### src/rtl/match_pkg.sv
// rtl/match_pkg.sv - shared state codes, move bit indices, round result codes and the move priority filter
package match_pkg;

   localparam logic [2:0] ST_IDLE       = 3'd0;
   localparam logic [2:0] ST_PRST       = 3'd1;
   localparam logic [2:0] ST_COUNTDOWN  = 3'd2;
   localparam logic [2:0] ST_FIGHT      = 3'd3;
   localparam logic [2:0] ST_ROUND_END  = 3'd4;
   localparam logic [2:0] ST_MATCH_OVER = 3'd5;

   localparam int MV_J  = 5;
   localparam int MV_MR = 4;
   localparam int MV_ML = 3;
   localparam int MV_W  = 2;
   localparam int MV_P  = 1;
   localparam int MV_K  = 0;

   localparam logic [1:0] WIN_NONE = 2'b00;
   localparam logic [1:0] WIN_P1   = 2'b01;
   localparam logic [1:0] WIN_P2   = 2'b10;
   localparam logic [1:0] WIN_DRAW = 2'b11;

   // Only the highest-priority pressed button survives: J > MR > ML > W > P > K.
   function automatic logic [5:0] prio_move(input logic [5:0] mv);
      prio_move = 6'd0;
      if (mv[MV_J])       prio_move[MV_J]  = 1'b1;
      else if (mv[MV_MR]) prio_move[MV_MR] = 1'b1;
      else if (mv[MV_ML]) prio_move[MV_ML] = 1'b1;
      else if (mv[MV_W])  prio_move[MV_W]  = 1'b1;
      else if (mv[MV_P])  prio_move[MV_P]  = 1'b1;
      else if (mv[MV_K])  prio_move[MV_K]  = 1'b1;
   endfunction

endpackage

### src/rtl/move_latch.sv
// rtl/move_latch.sv - per-player button latch, cleared on each step strobe, emitting a registered one-cycle command
module move_latch
   import match_pkg::*;
(
   input  logic       CLK,
   input  logic       RST,
   input  logic       i_fight,
   input  logic       i_hold,
   input  logic       i_strobe,
   input  logic [5:0] i_move,
   output logic [5:0] o_cmd
);

   logic [5:0] r_latch;
   logic [5:0] r_cmd;

   always_ff @(posedge CLK or negedge RST) begin
      if (!RST) begin
         r_latch <= 6'd0;
         r_cmd   <= 6'd0;
      end else begin
         r_cmd <= 6'd0;
         if (!i_fight) begin
            r_latch <= 6'd0;
         end else if (!i_hold) begin
            // A press landing in the strobe cycle itself is kept for the next step.
            if (i_strobe) begin
               r_cmd   <= prio_move(r_latch);
               r_latch <= i_move;
            end else if (i_move != 6'd0) begin
               r_latch <= i_move;
            end
         end
      end
   end

   assign o_cmd = r_cmd;

endmodule

### src/rtl/match_controller.sv
// rtl/match_controller.sv - round/match sequencer: move pacing, player reset pulse, round timer, KO/timeout scoring
// Optional MATCH_PAUSE_EN adds a PAUSE input that freezes timing and commands in COUNTDOWN and FIGHT.
module match_controller
   import match_pkg::*;
#(
   parameter int STEP_DIV      = 4,
   parameter int SEC_STEPS     = 8,
   parameter int ROUND_SECS    = 60,
   parameter int ROUNDS_TO_WIN = 2
) (
   input  logic       CLK,
   input  logic       RST,
   input  logic       START,
`ifdef MATCH_PAUSE_EN
   input  logic       PAUSE,
`endif
   input  logic [5:0] P1_IN,
   input  logic [5:0] P2_IN,
   input  logic [1:0] P1_HEALTH,
   input  logic [1:0] P2_HEALTH,
   output logic [5:0] P1_CMD,
   output logic [5:0] P2_CMD,
   output logic       PLAYER_RST,
   output logic [6:0] ROUND_TIME,
   output logic [1:0] P1_WINS,
   output logic [1:0] P2_WINS,
   output logic [1:0] WINNER,
   output logic [2:0] STATE
);

   localparam int CW = $clog2(STEP_DIV);
   localparam int SW = (SEC_STEPS > 1) ? $clog2(SEC_STEPS) : 1;
   localparam logic [CW-1:0] CYC_LAST  = CW'(STEP_DIV - 1);
   localparam logic [SW-1:0] STEP_LAST = SW'(SEC_STEPS - 1);
   localparam logic [1:0]    WIN_GOAL  = 2'(ROUNDS_TO_WIN);

   logic [2:0]    r_state;
   logic          r_player_rst;
   logic [CW-1:0] r_cyc;
   logic [SW-1:0] r_step;
   logic [1:0]    r_secs;
   logic [6:0]    r_time;
   logic [1:0]    r_p1_wins;
   logic [1:0]    r_p2_wins;
   logic [1:0]    r_winner;
   logic [1:0]    r_p1_hp;
   logic [1:0]    r_p2_hp;

   logic [2:0]    w_next;
   logic          w_pause;
   logic          w_run;
   logic          w_step;
   logic          w_sec;
   logic          w_rnd_end;
   logic [1:0]    w_rnd_res;
   logic          w_match_won;
   logic          w_fight;

`ifdef MATCH_PAUSE_EN
   assign w_pause = PAUSE && ((r_state == ST_FIGHT) || (r_state == ST_COUNTDOWN));
`else
   assign w_pause = 1'b0;
`endif

   assign w_fight     = (r_state == ST_FIGHT);
   assign w_run       = ((r_state == ST_COUNTDOWN) || w_fight || (r_state == ST_ROUND_END)) && !w_pause;
   assign w_step      = w_run && (r_cyc == CYC_LAST);
   assign w_sec       = w_step && (r_step == STEP_LAST);
   assign w_match_won = (r_p1_wins == WIN_GOAL) || (r_p2_wins == WIN_GOAL);

   // Decided on registered healths, so a KO lands one cycle after the player FSM reports it.
   always_comb begin
      w_rnd_end = 1'b0;
      w_rnd_res = WIN_NONE;
      if (w_fight) begin
         if ((r_p1_hp == 2'd0) && (r_p2_hp == 2'd0)) begin
            w_rnd_end = 1'b1;
            w_rnd_res = WIN_DRAW;
         end else if (r_p1_hp == 2'd0) begin
            w_rnd_end = 1'b1;
            w_rnd_res = WIN_P2;
         end else if (r_p2_hp == 2'd0) begin
            w_rnd_end = 1'b1;
            w_rnd_res = WIN_P1;
         end else if (r_time == 7'd0) begin
            w_rnd_end = 1'b1;
            if (r_p1_hp > r_p2_hp)      w_rnd_res = WIN_P1;
            else if (r_p2_hp > r_p1_hp) w_rnd_res = WIN_P2;
            else                        w_rnd_res = WIN_DRAW;
         end
      end
   end

   always_comb begin
      w_next = r_state;
      case (r_state)
         ST_IDLE, ST_MATCH_OVER: if (START) w_next = ST_PRST;
         ST_PRST:                w_next = ST_COUNTDOWN;
         ST_COUNTDOWN:           if (w_sec && (r_secs == 2'd2)) w_next = ST_FIGHT;
         ST_FIGHT:               if (w_rnd_end) w_next = ST_ROUND_END;
         ST_ROUND_END:           if (w_sec && (r_secs == 2'd1))
                                    w_next = w_match_won ? ST_MATCH_OVER : ST_PRST;
         default:                w_next = ST_IDLE;
      endcase
   end

   always_ff @(posedge CLK or negedge RST) begin
      if (!RST) begin
         r_state      <= ST_IDLE;
         r_player_rst <= 1'b1;
         r_cyc        <= '0;
         r_step       <= '0;
         r_secs       <= 2'd0;
         r_time       <= 7'(ROUND_SECS);
         r_p1_wins    <= 2'd0;
         r_p2_wins    <= 2'd0;
         r_winner     <= WIN_NONE;
         r_p1_hp      <= 2'd0;
         r_p2_hp      <= 2'd0;
      end else begin
         r_state      <= w_next;
         r_player_rst <= (w_next != ST_PRST);
         r_p1_hp      <= P1_HEALTH;
         r_p2_hp      <= P2_HEALTH;

         if (w_next != r_state) begin
            r_cyc  <= '0;
            r_step <= '0;
            r_secs <= 2'd0;
         end else if (w_run) begin
            r_cyc <= w_step ? '0 : r_cyc + 1'b1;
            if (w_step) r_step <= w_sec ? '0 : r_step + 1'b1;
            if (w_sec)  r_secs <= r_secs + 2'd1;
         end

         if (r_state == ST_COUNTDOWN)
            r_time <= 7'(ROUND_SECS);
         else if (w_fight && w_sec && (r_time != 7'd0))
            r_time <= r_time - 7'd1;

         if (((r_state == ST_IDLE) || (r_state == ST_MATCH_OVER)) && START) begin
            r_p1_wins <= 2'd0;
            r_p2_wins <= 2'd0;
            r_winner  <= WIN_NONE;
         end else if (w_rnd_end) begin
            r_winner <= w_rnd_res;
            if ((w_rnd_res == WIN_P1) && (r_p1_wins != 2'd3)) r_p1_wins <= r_p1_wins + 2'd1;
            if ((w_rnd_res == WIN_P2) && (r_p2_wins != 2'd3)) r_p2_wins <= r_p2_wins + 2'd1;
         end
      end
   end

   move_latch u_p1_latch (
      .CLK      (CLK),
      .RST      (RST),
      .i_fight  (w_fight),
      .i_hold   (w_pause),
      .i_strobe (w_step),
      .i_move   (P1_IN),
      .o_cmd    (P1_CMD)
   );

   move_latch u_p2_latch (
      .CLK      (CLK),
      .RST      (RST),
      .i_fight  (w_fight),
      .i_hold   (w_pause),
      .i_strobe (w_step),
      .i_move   (P2_IN),
      .o_cmd    (P2_CMD)
   );

   assign PLAYER_RST = r_player_rst;
   assign ROUND_TIME = r_time;
   assign P1_WINS    = r_p1_wins;
   assign P2_WINS    = r_p2_wins;
   assign WINNER     = r_winner;
   assign STATE      = r_state;

endmodule

### config.mk
export PLATFORM = sky130hd
export DESIGN_NAME = match_controller
export DESIGN_NICKNAME = d
export VERILOG_FILES = /design/src/rtl/match_pkg.sv /design/src/rtl/move_latch.sv /design/src/rtl/match_controller.sv
export SDC_FILE = /design/constraint.sdc
export NUM_CORES = 1
export LEC_CHECK = 0
export ABC_AREA = 0
export CAP_MARGIN = 20
export CORE_UTILIZATION = 51
export CTS_CLUSTER_SIZE = 12
export DETAILED_ROUTE_END_ITERATION = 10
export PLACE_DENSITY = 0.87
export SETUP_SLACK_MARGIN = 0.05
export SLEW_MARGIN = 20
export SYNTH_ARGS = -nofsm -noshare
export SYNTH_HDL_FRONTEND = slang
export SYNTH_SLANG_ARGS = --single-unit
### constraint.sdc
create_clock -name CLK -period 2.6 [get_ports CLK]
set_input_delay 0.52 -clock CLK [delete_from_list [all_inputs] [get_ports CLK]]
set_output_delay 0.52 -clock CLK [all_outputs]
set_load 0.01 [all_outputs]
=== Word level (Yosys, flattened, before mapping) ===
Cells that the tools add are included.

* Register bits after elaboration: 52
* Bits of input ports: 19
* Output and inout bits: 29
* Word-level logic and storage cells: 145

* $add $sub $neg: 6
* $lt $le $gt $ge: 2
* Equal/unequal tests: 19
* Muxes and demuxes: 70
* Reduce and logical (&&, ||, !) cells: 33

{| class="wikitable"
|+ Operators by type and width
! operator !! count
|-
| $mux 6 || 10
|-
| $mux 2 || 22
|-
| $mux 3 || 11
|-
| $mux 1 || 20
|-
| $pmux 3 s5 || 1
|-
| $mux 7 || 2
|-
| $reduce_bool 2->1 || 7
|-
| $reduce_bool 6->1 || 2
|-
| $eq 2x2->1 const B || 5
|-
| $logic_and 1x1->1 || 10
|-
| $mux 5 || 2
|-
| $eq 3x3->1 const B || 3
|-
| $add 2x1->2 const B || 4
|-
| $mux 4 || 2
|-
| $reduce_and 2->1 || 4
|-
| $logic_not 7->1 || 1
|-
| $reduce_bool 7->1 || 1
|-
| $sub 7x1->7 const B || 1
|-
| $eq 3x2->1 const B || 2
|-
| $eq 2x1->1 const B || 2
|-
| $gt 2x2->1 || 2
|-
| $logic_not 2->1 || 2
|-
| $logic_or 1x1->1 || 4
|-
| $ne 2x2->1 const B || 2
|-
| 8 further kinds || 8
|}

=== Depth between registers and ports, before layout ===
Gate-level depths: netlist (run 1).

* Word-level depth: 13
* Gate-level depth with buffers: 8
* Mapped depth without buffers: 7

=== Hierarchy ===
From an unflattened synthesis (run 1), not the netlist that was laid out.

* Cells, all modules: 263
* Area total of the unflattened synthesis: 2803.9 um^2

{| class="wikitable"
|+ Modules (own cells, without submodules)
! module !! times used !! cells an instance !! area an instance (um^2) !! seq. area each (um^2)
|-
| match_controller || 1 || 173 || 1687.9 || 706.9
|-
| move_latch || 2 || 45 || 558.0 || 300.3
|}

=== Worst setup path after synthesis (run 1) ===
Ideal clock, no wire load.

* Path kind: flip-flop to flip-flop
* From: reg r_step[0]
* To: reg r_time[3] (netlist: ROUND_TIME[3])
* Arrival: 1.863 ns
* Data required time: 2.525 ns
* Setup slack: 0.662 ns
* Stages on the path, launching flop included: 7
* Path buffers: 0
* Period minus slack after synthesis: 1.938 ns
* Path through: dfrtp_1 ha_1 ha_1 nand2_1 or4_4 or4_1 mux2i_1

* Word-level cells in the longest chain between the ends: 5

{| class="wikitable"
|+ RTL lines
! what !! line !! text
|-
| start, declared || match_controller.sv:40 || <nowiki>logic [SW-1:0] r_step;</nowiki>
|-
| start signal, assigned || match_controller.sv:132 || <nowiki>if (w_step) r_step <= w_sec ? '0 : r_step + 1'b1;</nowiki>
|-
| $eq 3x3->1 || match_controller.sv:68 || <nowiki>assign w_sec = w_step && (r_step == STEP_LAST);</nowiki>
|-
| $logic_and 1x1->1 || match_controller.sv:68 ||
|-
| $logic_and 1x1->1 (2 in series) || match_controller.sv:138 || <nowiki>else if (w_fight && w_sec && (r_time != 7'd0))</nowiki>
|-
| $reduce_bool 2->1 (no source line) || - ||
|-
| end signal, assigned || match_controller.sv:114 || <nowiki>r_time <= 7'(ROUND_SECS);</nowiki>
|-
| end signal, assigned || match_controller.sv:137 || <nowiki>r_time <= 7'(ROUND_SECS);</nowiki>
|-
| end signal, assigned || match_controller.sv:139 || <nowiki>r_time <= r_time - 7'd1;</nowiki>
|-
| end, declared || match_controller.sv:42 || <nowiki>logic [6:0] r_time;</nowiki>
|}

Every way passes these cells.
A chain may end at the register's enable or synchronous reset.

=== Final worst setup path (run 1) ===
* From: reg r_step[0]
* To: reg r_secs[1]

* Word-level cells in the longest chain between the ends: 8
* Elaborated cells on any way between the ends: 12
* Classes of those cells: eq/ne: 2; mux: 4; reduce/logical: 6

{| class="wikitable"
|+ RTL lines
! what !! line !! text
|-
| $eq 3x3->1 (*) || match_controller.sv:68 ||
|-
| $logic_and 1x1->1 (*) || match_controller.sv:68 ||
|-
| $logic_and 1x1->1 (on tied branches) || match_controller.sv:101, match_controller.sv:99 ||
|-
| $mux 3 (on tied branches) || match_controller.sv:101, match_controller.sv:99 ||
|-
| $pmux 3 s5 || match_controller.sv:96 || <nowiki>case (r_state)</nowiki>
|-
| $ne 3x3->1 || match_controller.sv:126 || <nowiki>if (w_next != r_state) begin</nowiki>
|-
| $reduce_bool 2->1 (no source line) || - ||
|-
| $reduce_and 2->1 (no source line) || - ||
|-
| end signal, assigned || match_controller.sv:133 || <nowiki>if (w_sec) r_secs <= r_secs + 2'd1;</nowiki>
|-
| end, declared || match_controller.sv:41 || <nowiki>logic [1:0] r_secs;</nowiki>
|}

Mark *: on every way between the ends. The rest lies on a longest branch, timed or not.

==> results_dict.tcl, run 1 <==
set metrics [dict create \
    p_leak_nw 1.33 \
    ys_seq_area_share_pct 52.6 \
    coreArea_um2 4690 \
    yosys_warnings 0 \
    cp.arrival_ns 2.40 \
    drv_cap 0 \
    overflow 0 \
    fmax_mhz 447 \
    multi_input_area_um2 1100 \
    io_pins 48 \
    grt_start_max_net_pins 19 \
    synth_nets 265 \
    holdWs_ns 0.122 \
    critPathCaptureType "register" \
    clk_pin_slew_ns 0.09 \
    cts_max_level 2 \
    place_ws_ns 0.417 \
    min_period_ns 2.24 \
    synth_area_leaders "dfrtp_1 (47%), ha_1 (6.5%), dfstp_2 (5.3%)" \
    ant_nets 0 \
    clock_skew_ns 0.00667 \
    finalWirelength_um 4990 \
    crit_fanout 7 \
    finalMaxSlewViolations 0 \
    cellInternalPower_mw 1.40 \
    numPortBuffers 47 \
    fin_ws_ns 0.363 \
    cts_tree "built" \
    syn_area_um2 2480 \
    clock_path_buffers 2 \
    worstMarginPinSlew_ns 0.535 \
    hpwl_um 3860 \
    yosysTopAreaCell "dfrtp_1" \
    track_usage_pct 21.3 \
    synthDistinctLibCells 40 \
    relSlewSlack_pct 63.9 \
    grt_pass1_wl_um 8650 \
    layout_commonest_cell "dfrtp_1" \
    fin_nets 315 \
    p_sw_mw 0.760 \
    die_w_um 71.8 \
    r2r_slack_ns 0.36 \
    postLayoutCoreUtil_pct 66.0 \
    rsz0062_at_grt "no" \
    start_util_pct 53.0 \
    clk_latency_ns 0.30 \
    cts.sinks 52 \
    fill_cells 364 \
    die_area_um2 5160 \
    hold_violations 0 \
    avgSynthCellArea_um2 10.7 \
    ir_drop_v 0.000320 \
    final_cells 338 \
    postCtsHoldBufs 0 \
    cp-start-kind "register" \
    wl_per_cell_um 14.8 \
    cp_data_required_time_ns 2.77 \
    sw_frac_of_total_pct 35.2 \
    drc 0 \
    fin_crit_sh_pct 86.0 \
    criticalPathCategory "reg2reg" \
    drtIter0Drc 115 \
    area_growth_pct 24.6 \
    status "finished, final reports clean" \
    cts_root_buf "clkbuf_8" \
    seq_area_um2 1310 \
    p_comb_share_pct 30.6 \
    synth_cells 233 \
    antenna_found_initial 0 \
    vias_per_cell 5.71 \
    die_height_um 71.8 \
    dp_cells 330 \
    cts_buffers 5 \
    drt-pass1-iter-count 4 \
    layout-drive-gt1-share_pct 8.45 \
    cts.repair_timing.setup_buffer_count 0 \
    cpMostUsedCell "ha_1" \
    rows 25 \
    gp_congestion 0.877 \
    post_cts_resized 0 \
    vias 1929 \
    critPathSlowestCell "o31ai_2" \
    most-common-layout-cells "dfrtp_1 (47), clkdlybuf4s50_1 (46), nor2_1 (24)" \
    synth_seq_cells 52 \
    path_cells "ha_1 > ha_1 > nand3b_1 > nor4b_1 > nor3b_1 > o31ai_2 > a211oi_1" \
    setup_viol 0 \
    power_density_nw_per_um2 697 \
    power_frac_seq_pct 48.3 \
    grt_pass1_vias 1900 \
    hold_path_class "in2async" \
    synth_top_cell_area_share_pct 47.3 \
    clock_power_share_pct 21.1 \
    critPathMaxStageDelay_ns 0.50 \
    insertedDiodeCount 0 \
    tns_ns 0 \
]
[layer usage]
layer | global-route usage [%] | vias to the layer above | wire length [µm]
met5 | 0 | - | 0
met4 | 6.32 | 0 | 53
met3 | 4.92 | 6 | 229
met2 | 34.6 | 59 | 2420
met1 | 28.7 | 933 | 2280
li1 | - | 931 | -
[per-stage QoR]
| step | total power, mW | instance area, µm² |
|---|---|---|
| after floorplan | 1.45 | 2480 |
| after global placement | 1.69 | 3010 |
| after detailed placement | 1.72 | 3010 |
| after CTS | 2.17 | 3100 |
| after global routing | 2.29 | 3100 |
| final | 2.16 | 3100 |
[state kept, by name, indices dropped and copies added (netlist names)]
signal / flops
P1_WINS: 2
r_cyc: 2
u_p2_latch.r_latch: 6
ROUND_TIME: 7
r_p1_hp: 2
P2_WINS: 2
u_p2_latch.o_cmd: 6
u_p1_latch.o_cmd: 6
STATE: 3
r_secs: 2
WINNER: 2
u_p1_latch.r_latch: 6
r_p2_hp: 2
PLAYER_RST: 1
r_step: 3
[synthesized netlist by cell type, drive strengths merged]
cell type and n:
dfrtp 47, nor2 25, nand2 19, ha 13
a22o 12, inv 12, o21ai 12, a21oi 9
mux2i 7, nor4 7, nor3 6, dfstp 5
nor3b 5, and3 4, clkbuf 4, nand2b 4
nor2b 4, nor4b 4, or3 4, xnor2 4
a211oi 3, buf 3, nand3b 3, or4 3
nand3 2, or3b 2, a2111oi 1, a221o 1
a2bb2oi 1, a31oi 1, and2 1, o2111a 1
o31ai 1, o32ai 1, or2 1, xor2 1
[power groups by stage]
stage	sequential (mW)	combinational [mW]	clock (mW)
6_report	1.04	0.660	0.455
5_1_grt	1.06	0.727	0.504
4_1_cts	1.04	0.664	0.465
3_5_place_dp	1.06	0.661	0
3_3_place_gp	1.05	0.638	0
2_1_floorplan	1.01	0.441	0
[cell families after synthesis]
group                      share of synthesized area, %
DFF                                                52.6
adders and majority gates                          6.55
xor gates and xnor gates                           1.76
and+or+nand+nor                                    20.3
AOI/OAI and AO/OA                                  12.8
muxes                                              2.82
buffers and inverters                              3.12
[critical path, delay by kind of cell, from the launching register on]
kind | cells | cell delay, ns
fa+ha+maj | 2 | 0.38
simple gates | 3 | 0.74
flops | 1 | 0.39
compound gates | 2 | 0.60
[worst paths after layout]
path,end,startpoint,cells past startpoint
worst max-delay path,r_secs[1],r_step[0],7
worst min register to register,u_p2_latch.o_cmd[0],u_p2_latch.r_latch[1],1
min in group CLK,u_p2_latch.o_cmd[0],u_p2_latch.r_latch[1],1
worst min-delay path,u_p1_latch.o_cmd[0],RST,1
worst max register to register,r_secs[1],r_step[0],7
max in group asynchronous,ROUND_TIME[3],RST,2
[final cells by class]
cell class	instances	share of cell area, %
Tap cell	54	2.18
Clock inverter	2	0.525
Sequential cell	52	42.2
Multi-Input combinational cell	162	35.5
Timing Repair Buffer	50	15.8
Inverter	12	1.45
Clock buffer	6	2.34
(Power assumes the default switching activity.)
==> run 2: changes to the inputs <==
--- a/config.mk
+++ b/config.mk
@@ -7,10 +7,10 @@
 export LEC_CHECK = 0
 export ABC_AREA = 0
 export CAP_MARGIN = 20
-export CORE_UTILIZATION = 51
+export CORE_UTILIZATION = 25
 export CTS_CLUSTER_SIZE = 12
 export DETAILED_ROUTE_END_ITERATION = 10
-export PLACE_DENSITY = 0.87
+export PLACE_DENSITY = 0.52
 export SETUP_SLACK_MARGIN = 0.05
 export SLEW_MARGIN = 20
 export SYNTH_ARGS = -nofsm -noshare
==> constraint.sdc (replaced) <==
create_clock -name CLK -period 2.6 [get_ports CLK]
set_input_delay 0.39 -clock CLK [delete_from_list [all_inputs] [get_ports CLK]]
set_output_delay 0.39 -clock CLK [all_outputs]
set_load 0.01 [all_outputs]
==> run 2 against run 1 <==
Effect of this change: clock power rose by 65%; sequential power barely moved; register-to-register slack improved by 0.04 ns; count of clock-buffer cells in the layout fell by 1; highest routed layer unchanged.
==> results_dict.tcl, run 2 (same netlist as run 1, synthesis figures left out) <==
set metrics [dict create \
    status "finished, final reports clean" \
    finalMaxSlewViolations 0 \
    fill_cells 989 \
    cp_data_required_time_ns 2.77 \
    min_period_ns 2.19 \
    worstMarginPinSlew_ns 0.674 \
    ir_drop_v 0.000284 \
    gp_congestion 0.779 \
    crit_fanout 7 \
    most-common-layout-cells "dfrtp_1 (47), clkdlybuf4s50_1 (46), nor2_1 (24)" \
    area_growth_pct 31.4 \
    start_util_pct 25.7 \
    clock_path_buffers 2 \
    criticalPathCategory "reg2reg" \
    dp_cells 409 \
    layout-drive-gt1-share_pct 8.80 \
    seq_area_um2 1310 \
    critPathCaptureType "register" \
    vias 1856 \
    rr_worst_depth 7 \
    fin_nets 315 \
    tns_ns 0 \
    cts.sinks 52 \
    p_leak_nw 1.36 \
    setup_viol 0 \
    finalWirelength_um 5440 \
    place_ws_ns 0.415 \
    power_density_nw_per_um2 752 \
    cp.arrival_ns 2.36 \
    hold_violations 0 \
    die_w_um 102 \
    relSlewSlack_pct 55.0 \
    hpwl_um 3980 \
    cts.repair_timing.setup_buffer_count 0 \
    postCtsHoldBufs 0 \
    wl_per_cell_um 13.1 \
    track_usage_pct 11.4 \
    multi_input_area_um2 1100 \
    cts_root_buf "clkbuf_8" \
    hold_path_class "in2async" \
    overflow 0 \
    fin_crit_sh_pct 84.4 \
    vias_per_cell 4.45 \
    grt_pass1_wl_um 9030 \
    post_cts_resized 0 \
    drc 0 \
    holdWs_ns 0.204 \
    antenna_found_initial 0 \
    rsz0062_at_grt "no" \
    cts_tree "built" \
    ant_nets 0 \
    numPortBuffers 47 \
    grt_start_max_net_pins 53 \
    final_cells 417 \
    clock_skew_ns 0.00882 \
    drv_cap 0 \
    rows 36 \
    drtIter0Drc 68 \
    grt_pass1_vias 1824 \
    fin_ws_ns 0.406 \
    coreArea_um2 9680 \
    clk_latency_ns 0.30 \
    drt-pass1-iter-count 4 \
    die_area_um2 10300 \
    p_total_mw 2.45 \
    die_height_um 102 \
    cts_max_level 2 \
    largest_reg_flops 7 \
    cp-start-kind "register" \
    clk_pin_slew_ns 0.09 \
    cts_buffers 5 \
    insertedDiodeCount 0 \
    fmax_mhz 456 \
    io_pins 48 \
    layout_commonest_cell "dfrtp_1" \
]
## run 2: changes by cell type in the layout (fill, tap and decap cells not counted)
cell        delta
clkinvlp_4     -1
clkinv_4       -1
clkbuf_1       -1
bufinv_16      +3
## run 2: cell type report
class / instances / share of cell area [%]
inverter: 12 / 1.38
timing repair buffer: 50 / 14.9
clock buffer: 5 / 2.11
clock inverter: 3 / 2.76
tap: 133 / 5.10
sequential: 52 / 40.0
multi-input combinational: 162 / 33.7
## run 2: through the flow
| stage | utilization [%] | cell area, µm² |
|---|---|---|
| floorplan | - | 2480 |
| finish | 33.7 | 3270 |
| CTS | 33.7 | 3270 |
| detailed placement | 32.1 | 3110 |
| global placement | 32.1 | 3110 |
| global route | 33.7 | 3270 |
## run 2: final timing paths
| kind | from | end | slack [ns] |
|---|---|---|---|
| setup / recovery | r_step[0] | r_secs[0] | 0.41 |
| hold / removal | RST | u_p1_latch.o_cmd[3] | 0.20 |
| setup reg to reg | r_step[0] | r_secs[0] | 0.41 |
| hold reg to reg | u_p2_latch.r_latch[1] | u_p2_latch.o_cmd[0] | 0.47 |
| max in group asynchronous | RST | r_p2_hp[0] | 1.95 |
| min in group CLK | u_p2_latch.r_latch[1] | u_p2_latch.o_cmd[0] | 0.47 |
## run 2: per-layer routing
layer | up-vias | wire, µm | track usage [%] | share of wire (%)
met3 | 2 | 232 | 2.62 | 4.3
met1 | 879 | 2670 | 15.6 | 49
met4 | 0 | 30 | 3.01 | 0.55
li1 | 929 | - | - | -
met2 | 46 | 2510 | 17.9 | 46
met5 | - | 0 | 0 | 0
## run 2: report_power, final
part           internal, mW  total (mW)  switching, mW
Sequential            0.912        1.05          0.134
Clock                 0.481       0.749          0.268
Combinational         0.295       0.660          0.365
## run 2: critical path: stages (launching register included)
cell and delay, ns:
dfrtp_1 0.37, ha_1 0.16, ha_1 0.21, nand3b_1 0.13, nor4b_1 0.44, nor3b_1 0.12, o31ai_2 0.51, nor2_1 0.12
==> run 3: changes to the inputs <==
--- a/config.mk
+++ b/config.mk
@@ -10,7 +10,7 @@
 export CORE_UTILIZATION = 25
 export CTS_CLUSTER_SIZE = 12
 export DETAILED_ROUTE_END_ITERATION = 10
-export PLACE_DENSITY = 0.52
+export PLACE_DENSITY = 0.54
 export SETUP_SLACK_MARGIN = 0.05
 export SLEW_MARGIN = 20
 export SYNTH_ARGS = -nofsm -noshare
==> constraint.sdc (replaced) <==
create_clock -name CLK -period 1.9 [get_ports CLK]
set_input_delay 0.285 -clock CLK [delete_from_list [all_inputs] [get_ports CLK]]
set_output_delay 0.285 -clock CLK [all_outputs]
set_load 0.01 [all_outputs]
==> run 3 against run 2 <==
Effect of this change: the flow now finishes with violations (negative setup slack); sequential cell count stayed put; fmax grew 11%; critical path depth shrank 1; via count is 6.0% higher; setup slack worse by 0.49 ns; critical path type unchanged; critical endpoint is now ROUND_TIME[3]; largest power group unchanged.
==> results_dict.tcl, run 3 (same netlist as run 1, synthesis figures left out) <==
set metrics [dict create \
    fmax_mhz 505 \
    clk_pin_slew_ns 0.11 \
    numPortBuffers 47 \
    coreArea_um2 9680 \
    cts_root_buf "clkbuf_8" \
    worstMarginPinSlew_ns 0.540 \
    hpwl_um 4240 \
    critPathSlowestCell "or4_4" \
    setup_viol 1 \
    die_w_um 102 \
    drc 0 \
    cpLargestDelayFamily "simple AND/OR/NAND/NOR gates" \
    fin_nets 339 \
    grt_start_max_net_pins 53 \
    ir_drop_v 0.000488 \
    cp-start-kind "register" \
    power_density_nw_per_um2 919 \
    cts_tree "built" \
    tns_ns -0.0794 \
    layout_commonest_cell "dfrtp_1" \
    rows 36 \
    cp.arrival_ns 2.22 \
    criticalPathCategory "reg2reg" \
    most-common-layout-cells "dfrtp_1 (46), clkdlybuf4s50_1 (44), buf_4 (23)" \
    cts_max_level 2 \
    holdWs_ns 0.399 \
    wl_per_cell_um 13.3 \
    worst-path-buf-inv 0 \
    cts.sinks 52 \
    finalWirelength_um 5870 \
    cts_buffers 5 \
    crit_fanout 4 \
    fin_ws_ns -0.0794 \
    critPathCaptureType "register" \
    hold_violations 0 \
    cellInternalPower_mw 2.09 \
    drv_cap 0 \
    drtIter0Drc 48 \
    clock_path_buffers 2 \
    cp_data_required_time_ns 2.14 \
    ant_nets 0 \
    sw_frac_of_total_pct 36.2 \
    vias_per_cell 4.46 \
    layout-drive-gt1-share_pct 23.7 \
    place_ws_ns -0.0983 \
    path_cells "ha_4 > ha_4 > nand2_2 > or4_4 > or4_4 > mux2i_2" \
    clock_skew_ns 0.0111 \
    fin_crit_sh_pct 104 \
    grt_pass1_vias 1965 \
    rsz0062_at_grt "yes" \
    power_frac_seq_pct 41.8 \
    overflow 0 \
    drt-pass1-iter-count 6 \
    min_period_ns 1.98 \
    antenna_found_initial 0 \
    die_area_um2 10300 \
    insertedDiodeCount 0 \
    vias 1967 \
    clock_power_share_pct 21.0 \
    grt_pass1_wl_um 9380 \
    track_usage_pct 11.8 \
    start_util_pct 25.7 \
    p_leak_nw 1.47 \
    violations "negative setup slack" \
    status "finished with violations" \
    gp_congestion 0.755 \
    largest_reg_flops 7 \
    p_total_mw 3.28 \
    critPathMaxStageDelay_ns 0.50 \
    hold_path_class "in2reg" \
    p_comb_share_pct 37.1 \
    io_pins 48 \
    p_sw_mw 1.19 \
    die_height_um 102 \
    area_growth_pct 43.5 \
    finalMaxSlewViolations 0 \
    clk_latency_ns 0.32 \
    relSlewSlack_pct 63.9 \
]
-- run 3: cell types whose count changed in the layout (fill, tap and decap cells not counted), moves of 3 or more --
cell / before / now
ha_4: 0 / 3
ha_1: 13 / 10
bufinv_16: 3 / 0
buf_4: 3 / 23
-- run 3: final timing paths --
kind | end | cells after the start | slack, ns | startpoint
max | ROUND_TIME[3] | 6 | -0.08 | r_step[0]
min | r_p2_hp[0] | 1 | 0.40 | P2_HEALTH[0]
max reg2reg | ROUND_TIME[3] | 6 | -0.08 | r_step[0]
min reg2reg | u_p2_latch.o_cmd[0] | 1 | 0.48 | u_p2_latch.r_latch[1]
max in group asynchronous | ROUND_TIME[5] | 3 | 1.12 | RST
min in group asynchronous | u_p2_latch.r_latch[5] | 3 | 0.50 | RST
-- run 3: final cells by class --
cell class              count  area, µm²
clock inverters             3       27.5
well taps                 133        166
fillers                   992       6120
multi-input cells         162       1250
clock buffers               5       68.8
flip-flops and latches     52       1310
repair buffers             74        696
inverters                  12       45.0
-- run 3: metrics by stage --
step / std cells / area (µm²) / utilization, %
3_3_place_gp: 429 / 3290 / 34.0
4_1_cts: 439 / 3440 / 35.5
5_1_grt: 441 / 3560 / 36.8
3_5_place_dp: 429 / 3290 / 34.0
2_1_floorplan: 233 / 2510 / -
6_report: 441 / 3560 / 36.8
-- run 3: repair_timing --
item                       in CTS  in global routing
hold buffers                    1                  0
pin swaps                       0                  8
resized for setup               8                 24
setup endpoints to repair      16                 28
setup buffers                   1                  2
hold endpoints to repair       47                  0
-- run 3: power by group through the flow --
| stage | Combinational [mW] | Sequential [mW] | Clock, mW |
|---|---|---|---|
| after CTS | 1.17 | 1.36 | 0.712 |
| after detailed placement | 1.14 | 1.38 | 0 |
| after global routing | 1.35 | 1.40 | 0.757 |
| after floorplan | 0.609 | 1.39 | 0 |
| final | 1.22 | 1.37 | 0.689 |
| after global placement | 1.12 | 1.38 | 0 |
-- run 3: worst register-to-register path, stage by stage (launching register included) --
cell and delay [ns]:
dfrtp_1 0.42, ha_4 0.16, ha_4 0.15, nand2_2 0.05, or4_4 0.43, or4_4 0.50
mux2i_2 0.19
-- run 3: metal layers --
metal  vias to the layer above  track usage (%)  part of all wire [%]
met2                        38             19.4                    49
met3                         8             2.83                   4.1
met4                         0             3.68                   1.2
met5                         -                0                     0
met1                       940             15.3                    46
li1                        981                -                     -
